===== config.mk =====
export PLATFORM = sky130hd
export DESIGN_NAME = flash_loader
export DESIGN_NICKNAME = d
export VERILOG_FILES = /design/src/rtl/flash_loader.sv
export SDC_FILE = /design/constraint.sdc
export NUM_CORES = 1
export LEC_CHECK = 0
export BUFFER_PORTS_ARGS = -buffer_cell sky130_fd_sc_hd__buf_2
export CORE_MARGIN = 8
export CORE_UTILIZATION = 57
export CTS_CLUSTER_SIZE = 10
export DETAILED_ROUTE_END_ITERATION = 12
export PLACE_DENSITY_LB_ADDON = 0.1
export SLEW_MARGIN = 25
export SYNTH_ARGS = -nofsm -noshare
export SYNTH_HDL_FRONTEND = slang
export SYNTH_SLANG_ARGS = --single-unit

===== constraint.sdc =====
create_clock -name clk -period 5.7 [get_ports clk]
set_input_delay 0 -clock clk [delete_from_list [all_inputs] [get_ports clk]]
set_output_delay 0 -clock clk [all_outputs]
set_load 0.1 [all_outputs]

===== src/rtl/flash_loader.sv =====
// flash_loader -- copies len_words 32-bit words from SPI flash into memory.
//
// Sequence: READ_CMD, three address bytes (MSB first), then 8'h00 dummy
// bytes clocked out four at a time.  Each group of four received bytes is
// packed little-endian into one word and written to memory, with the
// destination address stepping by 4.  The flash keeps streaming between
// words, so the command is issued only once per copy.
//
// Ports
//   clk, resetq                 clock, async active-low reset
//   start, abort                copy request / early stop request
//   src_addr, dst_addr,         copy parameters, sampled on accepted start
//   len_words
//   busy, done, aborted         status (done is a one-cycle pulse)
//   spi_we, spi_di              byte strobe / byte to send to spicore
//   spi_do, spi_ready           received byte / spicore idle
//   spi_ss_reset                one-cycle pulse releasing flash CS
//   mem_addr, mem_wdata,        destination write port; the write is held
//   mem_wmask, mem_wbusy        while mem_wbusy is high
module flash_loader #(
   parameter logic [7:0]  READ_CMD = 8'h03,
   parameter int unsigned LEN_W    = 16
) (
   input  logic             clk,
   input  logic             resetq,
   input  logic             start,
   input  logic             abort,
   input  logic [23:0]      src_addr,
   input  logic [31:0]      dst_addr,
   input  logic [LEN_W-1:0] len_words,
   output logic             busy,
   output logic             done,
   output logic             aborted,
   output logic             spi_we,
   output logic [7:0]       spi_di,
   input  logic [7:0]       spi_do,
   input  logic             spi_ready,
   output logic             spi_ss_reset,
   output logic [31:0]      mem_addr,
   output logic [31:0]      mem_wdata,
   output logic [3:0]       mem_wmask,
   input  logic             mem_wbusy
);

   typedef enum logic [2:0] {
      S_IDLE, S_CMD, S_A2, S_A1, S_A0, S_DATA, S_WRITE, S_FINISH
   } state_t;

   // Per-byte handshake: ISSUE waits for spi_ready and strobes spi_we,
   // SKIP is the cycle after the strobe (spi_ready not yet meaningful),
   // WAIT ends on the first spi_ready=1, which is when spi_do is valid.
   typedef enum logic [1:0] {PH_ISSUE, PH_SKIP, PH_WAIT} phase_t;

   state_t           state_q, state_d;
   phase_t           ph_q, ph_d;
   logic [23:0]      src_q, src_d;
   logic [31:0]      addr_q, addr_d;
   logic [31:0]      word_q, word_d;
   logic [LEN_W-1:0] rem_q, rem_d;
   logic [1:0]       bcnt_q, bcnt_d;
   logic             abort_q, abort_d;
   logic             sent_q, sent_d;
   logic             done_q, done_d;
   logic             ss_q, ss_d;
   logic             aborted_q, aborted_d;

   logic in_byte;
   logic stop;

   assign in_byte = (state_q == S_CMD) || (state_q == S_A2) || (state_q == S_A1) ||
                    (state_q == S_A0)  || (state_q == S_DATA);
   // An abort seen this cycle acts immediately, without waiting for the latch.
   assign stop    = abort_q | abort;

   assign busy         = (state_q != S_IDLE);
   assign done         = done_q;
   assign aborted      = aborted_q;
   assign spi_ss_reset = ss_q;
   assign mem_addr     = addr_q;
   assign mem_wdata    = word_q;
   assign mem_wmask    = (state_q == S_WRITE) ? 4'hF : 4'h0;
   assign spi_we       = in_byte && (ph_q == PH_ISSUE) && spi_ready && !stop;

   always_comb begin
      spi_di = 8'h00;
      case (state_q)
         S_CMD:   spi_di = READ_CMD;
         S_A2:    spi_di = src_q[23:16];
         S_A1:    spi_di = src_q[15:8];
         S_A0:    spi_di = src_q[7:0];
         default: spi_di = 8'h00;
      endcase
   end

   always_comb begin
      state_d   = state_q;
      ph_d      = ph_q;
      src_d     = src_q;
      addr_d    = addr_q;
      word_d    = word_q;
      rem_d     = rem_q;
      bcnt_d    = bcnt_q;
      abort_d   = abort_q;
      sent_d    = sent_q;
      done_d    = (state_q == S_FINISH);
      ss_d      = (state_q == S_FINISH) && sent_q;
      aborted_d = aborted_q | ((state_q == S_FINISH) && abort_q);

      if ((in_byte || (state_q == S_WRITE)) && abort)
         abort_d = 1'b1;

      case (state_q)
         S_IDLE: begin
            if (start) begin
               abort_d = 1'b0;
               sent_d  = 1'b0;
               if (len_words == '0) begin
                  state_d = S_FINISH;
               end else begin
                  src_d     = src_addr;
                  addr_d    = dst_addr;
                  rem_d     = len_words;
                  bcnt_d    = 2'd0;
                  ph_d      = PH_ISSUE;
                  aborted_d = 1'b0;
                  state_d   = S_CMD;
               end
            end
         end
         S_CMD, S_A2, S_A1, S_A0, S_DATA: begin
            case (ph_q)
               PH_ISSUE: begin
                  if (stop) begin
                     state_d = S_FINISH;
                  end else if (spi_ready) begin
                     ph_d   = PH_SKIP;
                     sent_d = 1'b1;
                  end
               end
               PH_SKIP: ph_d = PH_WAIT;
               default: begin
                  if (spi_ready) begin
                     ph_d = PH_ISSUE;
                     if (state_q == S_DATA) begin
                        word_d = {spi_do, word_q[31:8]};
                        bcnt_d = bcnt_q + 2'd1;
                     end
                     // A partially received word is dropped on abort.
                     if (stop) begin
                        state_d = S_FINISH;
                     end else begin
                        case (state_q)
                           S_CMD:   state_d = S_A2;
                           S_A2:    state_d = S_A1;
                           S_A1:    state_d = S_A0;
                           S_A0:    state_d = S_DATA;
                           default: if (bcnt_q == 2'd3) state_d = S_WRITE;
                        endcase
                     end
                  end
               end
            endcase
         end
         S_WRITE: begin
            if (!mem_wbusy) begin
               addr_d = addr_q + 32'd4;
               rem_d  = rem_q - LEN_W'(1);
               if (stop || (rem_q == LEN_W'(1))) begin
                  state_d = S_FINISH;
               end else begin
                  state_d = S_DATA;
                  ph_d    = PH_ISSUE;
               end
            end
         end
         S_FINISH: state_d = S_IDLE;
         default:  state_d = S_IDLE;
      endcase
   end

   always_ff @(posedge clk or negedge resetq) begin
      if (!resetq) begin
         state_q   <= S_IDLE;
         ph_q      <= PH_ISSUE;
         src_q     <= '0;
         addr_q    <= '0;
         word_q    <= '0;
         rem_q     <= '0;
         bcnt_q    <= '0;
         abort_q   <= 1'b0;
         sent_q    <= 1'b0;
         done_q    <= 1'b0;
         ss_q      <= 1'b0;
         aborted_q <= 1'b0;
      end else begin
         state_q   <= state_d;
         ph_q      <= ph_d;
         src_q     <= src_d;
         addr_q    <= addr_d;
         word_q    <= word_d;
         rem_q     <= rem_d;
         bcnt_q    <= bcnt_d;
         abort_q   <= abort_d;
         sent_q    <= sent_d;
         done_q    <= done_d;
         ss_q      <= ss_d;
         aborted_q <= aborted_d;
      end
   end

endmodule


* Word-level counts from Yosys, hierarchy flattened *
Cells that the tools add are included.

word-level totals
  flip-flop bits (word level) = 116
  bits in latches = 0
  bits in writable memories = 0
  ROM bits = 0
  bits of input ports = 86
  output and inout bits = 81
  word-level logic and storage cells = 119
  memories kept = 0

operators by class
  add/sub/neg operators = 3
  $mul = 0
  div/mod/pow operators = 0
  order comparisons = 0
  eq/ne operators = 26
  shift-type cells = 0
  multiplexer cells = 45
  bitwise logic cells = 4
  reduce and logical (&&, ||, !) cells = 29

operators by type and width
  cell                                                count
  2-to-1 mux 32 bit                                   3
  case mux 32 bit (2 select lines)                    1
  2-to-1 mux 16 bit                                   3
  adder 32 x 3 -> 32 bit, second input constant       1
  case mux 16 bit (2 select lines)                    1
  case mux 8 bit (4 select lines)                     1
  case mux 3 bit (4 select lines)                     2
  2-to-1 mux 2 bit                                    11
  2-to-1 mux 3 bit                                    7
  inequality test 2 bit, second input constant        10
  == test 16 x 1 -> 1 bit, second input constant      1
  logical NOT 16 bit                                  1
  subtractor 16 x 1 -> 16 bit, second input constant  1
  inequality test 3 bit, second input constant        5
  == test 3 bit, second input constant                4
  AND reduction 6 bit                                 2
  2-to-1 mux 1 bit                                    10
  case mux 2 bit (2 select lines)                     2
  AND reduction 4 bit                                 2
  AND reduction 8 bit                                 1
  inequality test 7 bit, second input constant        1
  == test 3 x 2 -> 1 bit, second input constant       2
  logical AND 1 bit                                   6
  logical OR 1 bit                                    6
  other kinds (19)                                    23

* Logic depth before layout (Yosys ltp) *
Gate-level depths: netlist of run 1.

  depth in word-level cells = 10
  depth in mapped cells = 9
  depth with buffers taken out = 7

* Worst setup path before layout of run 1 *
Ideal clock, no wire load.

  path type = reg2out
  start = register state_q[0]
  end = output port spi_di[2]
  data arrival time = 3397 ps
  required time = 5700 ps
  path slack = 2303 ps
  stages on the path, launching flop included = 6
  path buffers = 3
  cell sequence = dfrtp_1 > buf_2 > buf_1 > buf_1 > mux2i_1 > o21ai_0

between the ends
  cells in the longest elaborated chain, start to end = 2
  elaborated cells on any way between the ends = 5
  those cells by class = eq/ne (4); mux (1)

RTL lines
  item                                   RTL line  RTL
  from (decl)                            54        state_t state_q, state_d;
  from (signal assigned)                 196       state_q <= state_d;
  == test 3 bit (tied with other cells)  86        case (state_q)
  case mux 8 bit (4 select lines) (*)    86
  to (decl)                              35        output logic [7:0] spi_di,

Mark *: on every way between the ends. The rest lies on a longest branch, timed or not.

* Worst setup path after layout of run 1 *
  start = register state_q[1]
  end = register addr_q[29], in the netlist mem_addr[29]

between the ends
  cells in the longest elaborated chain, start to end = 3
  elaborated cells on any way between the ends = 8
  those cells by class = eq/ne (4); mux (1); reduce/logical (3)

RTL lines
  item                                                                          RTL line  RTL
  == test 3 bit / logical NOT 3 bit (equally long branches)                     112       case (state_q)
  inequality test 2 bit (no line) / nonzero test 2 bit (equally long branches)  n/a
  AND reduction 4 bit (no line)                                                 n/a
  to (signal assigned)                                                          199       addr_q <= addr_d;
  to (decl)                                                                     57        logic [31:0] addr_q, addr_d;

Several ways; a longest one is shown, not always the timed one.
A chain may end at the register's enable or synchronous reset.

==> metrics.yaml, run 1 <==
antenna_found_initial: 0
final_common_cell: "buf_2"
report.final.slew_viol_count: 0
final_nets: 919
ys_seq_area_share_pct: 48.00
peakVddDrop_mv: 0.5756
final_cell_mix: "buf_2, dfrtp_1, dlygate4sd3_1"
yosys_warnings: 0
initial_core_util_pct: 58.57
coreArea_sq_um: 10320
timing.rr.start: "state_q[1]"
hp-class: "input pin to register"
yosys_most_used_dff: "dfrtp_1"
required_ns: 6.14
worst_path_max_delay_cell: "dfrtp_1"
syn_area_sq_um: 6047
relSlewSlack_pct: 40.80
async_flop_share_pct: 100.0
fmax_mhz: 286.1
r2r_slack_ns: 2.20
layout_setup_ws_ns: 2.205
rsz0062_at_grt: "no"
syn-num-nets: 686
drcViolationCount: 0
ys_seq_elements: 116
drt_iter0_drc: 541
path_delay_family: "buffers and inverters"
grt_pass1_wl_um: 30260
cp-end-kind: "register"
reg2reg_to: "mem_addr[29]"
portBuffers: 166
status: "completed"
gp_congestion: 0.8644
skew_ns: 0.007794
critical-path-max-stage-delay_ns: 0.65
hold_viol_final: 0
hold_path_end: "mem_addr[31]"
ctsResizeCount: 0
critPathLaunchType: "register"
die_y_um: 119
dp_hpwl_um: 11230
crit_fanout: 65
crit_chain: "and2_1 -> nand2b_2 -> inv_2 -> buf_4 -> nor3_1 -> a211oi_1 -> dlygate4sd3_1"
syn_area_per_cell_sq_um: 10.15
top_level_ports: 167
place_ws_ns: 2.443
num_antenna_cells: 0
grt_pass1_vias: 5958
drive_gt1_share_pct: 33.49
cts_tree: "yes"
worstSkewPairLatency_ns: 0.51
syn-instance-count: 596
leakage_nw: 3.863
firstDrtPassIters: 5
htree_num_levels: 4
tightest_slew_ns: 0.8831
worst-setup-path-type: "register to register"
reg2reg_depth: 7
numCtsBuffers: 17
setup_violations: 0
clock-sinks: 116
whs_path_depth: 3
period_share_pct: 61.32
cts-root-buf: "clkbuf_8"
fill_cells: 624
viasPerCell: 5.934
placementRows: 37
fin_crit_ns: 3.495
overflow: 0
globalRouteTotalUtil_pct: 25.93
clk_pin_slew_worst_paths_ns: 0.06
holdCritStartpoint: "mem_wbusy"
dieWidth_um: 119
cellPowerDensity_nw_per_um2: 654.1
synth-edff-count: 0
area_delta_synth_final_pct: 38.69
finalSetupTns_ns: 0
clock_path_buffers: 2
critPathBufInv: 3
arrival_ns: 3.94
vias: 5803
grt_start_max_net_pins: 67
die_area_sq_um: 14160
max-cap-violations: 0
wl_per_cell_um: 18.59
synth.distinct_cells: 60
ant_nets: 0
drt_wl_total_um: 18180
[synthesized netlist by cell type (all sizes together), types with 16 or more instances]
library cell,n,area share (%)
nor2,28,1.7
nand2,43,2.7
o22ai,17,1.8
buf,25,2.3
nand4,16,1.8
clkbuf,20,1.2
dfrtp,116,48
a21oi,57,4.7
o21ai,42,3.5
mux2,60,11
nand3,24,2.1
[how the worst max path moves through the flow]
stage | to | depth (start not counted) | start
2_1_floorplan | spi_di[2] | 5 | state_q[0]
5_1_grt | mem_addr[29] | 7 | state_q[1]
3_3_place_gp | mem_addr[17] | 6 | state_q[0]
4_1_cts | mem_addr[29] | 6 | state_q[0]
3_5_place_dp | mem_addr[17] | 6 | state_q[0]
6_report | mem_addr[29] | 7 | state_q[1]
[power by group]
part / total, mW / switching, mW / internal, mW
combinational: 2.85 / 2.19 / 0.658
clock: 1.11 / 0.395 / 0.713
sequential: 1.53 / 0.376 / 1.16
total: 5.49 / 2.96 / 2.53
[stage by stage]
step / utilization, % / total power, mW / cell area [sq um] / hold slack [ns] / std cells
2_1_floorplan: - / 3.770 / 6047 / -0.2956 / 596
3_3_place_gp: 66.66 / 4.196 / 6882 / 0.1485 / 858
3_5_place_dp: 66.68 / 4.264 / 6884 / 0.1606 / 858
4_1_cts: 81.21 / 5.445 / 8384 / 0.02242 / 978
5_1_grt: 81.24 / 5.730 / 8387 / 0.07340 / 978
6_report: 81.24 / 5.486 / 8387 / 0.04261 / 978
[cells by family (layout without fill, tap and decap cells)]
kind of cell	Yosys count	in the layout	share of synthesized area, %
adder cells (fa/ha/maj)	4	4	0.8277
multiplexers	71	71	13.06
buffers and inverters	57	303	4.262
flip-flops	116	116	48.00
AND/OR/NAND/NOR	169	169	15.10
AO/OA/AOI/OAI	179	179	18.75
[per-layer routing]
| layer | global-route usage, % | vias to the layer above | part of all wire [%] |
|---|---|---|---|
| met1 | 29.76 | 2808 | 40 |
| met2 | 44.68 | 249 | 51 |
| met4 | 9.881 | 0 | 2.8 |
| met3 | 7.794 | 46 | 6.5 |
| met5 | 0 | - | 0 |
| li1 | - | 2700 | - |
[sequential cells by signal, indices dropped and copies added, names as in the netlist, 2 cells and up]
register and flops:
ph_q 2, bcnt_q 2, src_q 24, mem_wdata 32, mem_addr 32, state_q 3, rem_q 16
[tightest hold or removal path: stages]
cell and delay [ns]:
buf_2 0.12, nor4_1 0.08, a311oi_1 0.28
[repair_timing]
action,4_1_cts,5_1_grt
setup buffers,0,0
hold buffers,88,0
endpoints found under the hold margin,150,0
[layout make-up]
| cell class | instances | area (sq um) | share of cell area (%) |
|---|---|---|---|
| Clock inverter | 15 | 205.2 | 2.447 |
| Inverter | 12 | 45.04 | 0.5371 |
| Clock buffer | 17 | 414.1 | 4.938 |
| Multi-Input combinational cell | 423 | 2897 | 34.54 |
| Sequential cell | 116 | 2904 | 34.63 |
| Tap cell | 136 | 170.2 | 2.029 |
| Timing Repair Buffer | 259 | 1752 | 20.89 |
Power figures use the tool's default switching activity.
==> run 2, diff against run 1 <==
--- a/config.mk
+++ b/config.mk
@@ -5,9 +5,10 @@
 export SDC_FILE = /design/constraint.sdc
 export NUM_CORES = 1
 export LEC_CHECK = 0
+export ABC_AREA = 1
 export BUFFER_PORTS_ARGS = -buffer_cell sky130_fd_sc_hd__buf_2
 export CORE_MARGIN = 8
-export CORE_UTILIZATION = 57
+export CORE_UTILIZATION = 54
 export CTS_CLUSTER_SIZE = 10
 export DETAILED_ROUTE_END_ITERATION = 12
 export PLACE_DENSITY_LB_ADDON = 0.1
==> constraint.sdc (replaced) <==
create_clock -name clk -period 3.47 [get_ports clk]
set_input_delay 0 -clock clk [delete_from_list [all_inputs] [get_ports clk]]
set_output_delay 0 -clock clk [all_outputs]
set_load 0.1 [all_outputs]
==> run 2 against run 1 <==
Net effect:
- setup slack got worse by 1.1 ns
- clock skew shrank 0.0013 ns
- count of clock-buffer cells in the layout increased by 2
- die area increased by 15%
- largest cell class is now multi-input gates
- largest power group unchanged
- highest routed layer unchanged
==> metrics.yaml, run 2 <==
synth.distinct_cells: 36  # -40%
syn-num-nets: 1086  # +58%
synth_common_cells: "nand2_1, dfrtp_1, nor2_1, inv_1, nand3_1"
critPathLaunchType: "register"
reg2reg_depth: 7  # unchanged
async_flop_share_pct: 100.0  # unchanged
cts-root-buf: "clkbuf_16"
relSlewSlack_pct: 53.93  # +13 points
dieWidth_um: 127.4  # +7.1%
synth_top_family_by_area: "simple AND/OR/NAND/NOR gates"
clock_path_buffers: 2  # unchanged
antenna_found_initial: 0  # unchanged
peakVddDrop_mv: 0.9803  # +70%
yosysMostFrequentCell: "nand2_1"
syn_area_per_cell_sq_um: 6.730  # -34%
synth_xor_area_share_pct: 0.2613  # +0.26 points
worstSkewPairLatency_ns: 0.41  # -0.10 ns
tightest_slew_ns: 0.6900  # -0.1931 ns
globalRouteTotalUtil_pct: 24.10  # -1.8 points
leakage_nw: 4.882  # +26%
clk_pin_slew_worst_paths_ns: 0.05  # about the same
cts_tree: "yes"
final_common_cell: "nand2_1"
arrival_ns: 2.36  # -1.58 ns
report.final.slew_viol_count: 0  # unchanged
required_ns: 3.47  # -2.67 ns
synth-adder-area-share_pct: 0.7467  # -0.081 points
synthSimpleGateAreaFrac_pct: 41.31  # +26 points
top_level_ports: 167  # unchanged
clock-sinks: 116  # unchanged
grt_pass1_vias: 6655  # +12%
setup_violations: 0  # unchanged
hold_viol_final: 0  # unchanged
wl_per_cell_um: 13.63  # -27%
crit_chain: "inv_2 -> nor2_4 -> buf_4 -> buf_2"
yosys_warnings: 0  # unchanged
drt_iter0_drc: 553  # +2.2%
crit_fanout: 75  # +15%
die_area_sq_um: 16230  # +15%
ctsResizeCount: 0  # unchanged
gp_congestion: 0.8585  # -0.68%
ys_seq_elements: 116  # unchanged
max-cap-violations: 0  # unchanged
drive_gt1_share_pct: 19.39  # -14 points
yosys-top-cells-area: "dfrtp_1, nand2_1, nor2_1"
fmax_mhz: 423.9
viasPerCell: 4.927  # -17%
hold_slack_ns: 0.01291  # -0.02970 ns
skew_ns: 0.006460  # -0.001333 ns
finalSetupTns_ns: 0  # unchanged
whs_path_depth: 6  # +3
drcViolationCount: 0  # unchanged
drt_wl_total_um: 19230  # +5.8%
htree_num_levels: 4  # unchanged
syn_area_sq_um: 6703  # +11%
ys_seq_area_share_pct: 43.31  # -4.7 points
synth-edff-count: 0  # unchanged
die_y_um: 127.4  # +7.1%
ant_nets: 0  # unchanged
syn-instance-count: 996  # +67%
period_share_pct: 67.99
area_delta_synth_final_pct: 34.85
synth_compound_area_share_pct: 6.067  # -13 points
coreArea_sq_um: 12060  # +17%
synth_top_area_share_pct: 43.31  # -4.7 points
placementRows: 40  # +8.1%
cellPowerDensity_nw_per_um2: 1057  # +62%
status: "completed"
initial_core_util_pct: 55.57  # -3.0 points
fin_crit_ns: 2.359
final_cell_mix: "nand2_1, buf_2, dfrtp_1"
firstDrtPassIters: 6  # +1
numCtsBuffers: 17  # unchanged
final_nets: 1320  # +44%
num_antenna_cells: 0  # unchanged
worst-setup-path-type: "register to primary output"
overflow: 0  # unchanged
grt_pass1_wl_um: 31800  # +5.1%
critical-path-max-stage-delay_ns: 0.58  # -0.07 ns
cp-end-kind: "primary output"
synth_mux_area_share_pct: 0  # -13 points
worst_path_max_delay_cell: "buf_4"
dp_hpwl_um: 12360  # +10%
synth_top_cell_by_area: "dfrtp_1"
rsz0062_at_grt: "no"
fill_cells: 923  # +48%
portBuffers: 166  # unchanged
grt_start_max_net_pins: 117  # +75%
yosys_most_used_dff: "dfrtp_1"
vias: 6952  # +20%
hp-class: "input pin to register"
-- run 2: cell count changes after synthesis, sizes merged, moves of 15 or more --
cell	before	now
o21ai	42	64
nand3	24	74
o22ai	17	0
or2	4	25
mux2	60	0
inv	12	91
a21oi	57	5
nand2	43	440
clkbuf	20	5
nor2	28	106
-- run 2: timing repair --
action,4_1_cts,5_1_grt
hold endpoints to repair,192,0
setup endpoints to repair,0,0
setup buffers,0,0
hold buffers,78,0
-- run 2: cell type report --
type | count | area, sq um | share of cell area [%]
Clock inverter | 13 | 195.2 | 2.159
Timing Repair Buffer | 249 | 1664 | 18.41
Multi-Input combinational cell | 751 | 3254 | 36.00
Inverter | 95 | 359.1 | 3.973
Clock buffer | 19 | 452.9 | 5.011
Sequential cell | 116 | 2903 | 32.12
Tap cell | 168 | 210.2 | 2.326
-- run 2: path summary, 6_finish.rpt --
kind                            slack [ns]            to    startpoint
worst max-delay path                  1.11  mem_wmask[3]    state_q[2]
worst min-delay path                  0.01  mem_addr[29]  dst_addr[29]
worst max register to register        1.44      rem_q[4]    state_q[2]
worst min register to register        0.47  mem_wdata[5]  mem_wdata[5]
max in group asynchronous             2.77  mem_addr[16]        resetq
min in group asynchronous             0.23      src_q[2]        resetq
-- run 2: cell families after synthesis --
logic type | count (synthesis)
XOR/XNOR | 2
AND/OR/NAND/NOR | 668
flip-flops | 116
AO/OA/AOI/OAI | 77
buffers and inverters | 129
adder cells (fa/ha/maj) | 4
-- run 2: layer usage --
| layer | up-vias | part of all wire (%) | global-route usage, % |
|---|---|---|---|
| met4 | 0 | 1.3 | 7.068 |
| met2 | 186 | 49 | 40.94 |
| met5 | - | 0 | 0 |
| met3 | 26 | 5.7 | 6.739 |
| met1 | 3180 | 44 | 29.18 |
| li1 | 3560 | - | - |
-- run 2: power breakdown --
part	total, mW	internal (mW)	switching (mW)
Combinational	5.16	1.04	4.12
Clock	1.91	1.25	0.661
Sequential	2.48	1.93	0.556
Total	9.55	4.22	5.33
-- run 2: per-stage QoR --
step / setup slack (ns) / utilization, % / area (sq um) / instances / power [mW]
floorplan: 1.198 / - / 6703 / 996 / 6.662
global placement: 1.515 / 63.09 / 7610 / 1301 / 7.489
detailed placement: 1.458 / 63.09 / 7610 / 1301 / 7.546
CTS: 1.115 / 74.94 / 9039 / 1411 / 9.559
global route: 1.005 / 74.94 / 9039 / 1411 / 10.12
finish: 1.111 / 74.94 / 9039 / 1411 / 9.553
-- run 2: critical path, delay by kind of cell, from the launching register on --
| kind | cells | cell delay (ns) |
|---|---|---|
| buffers and inverters | 3 | 1.24 |
| flip-flops | 1 | 0.51 |
| AND/OR/NAND/NOR | 1 | 0.16 |
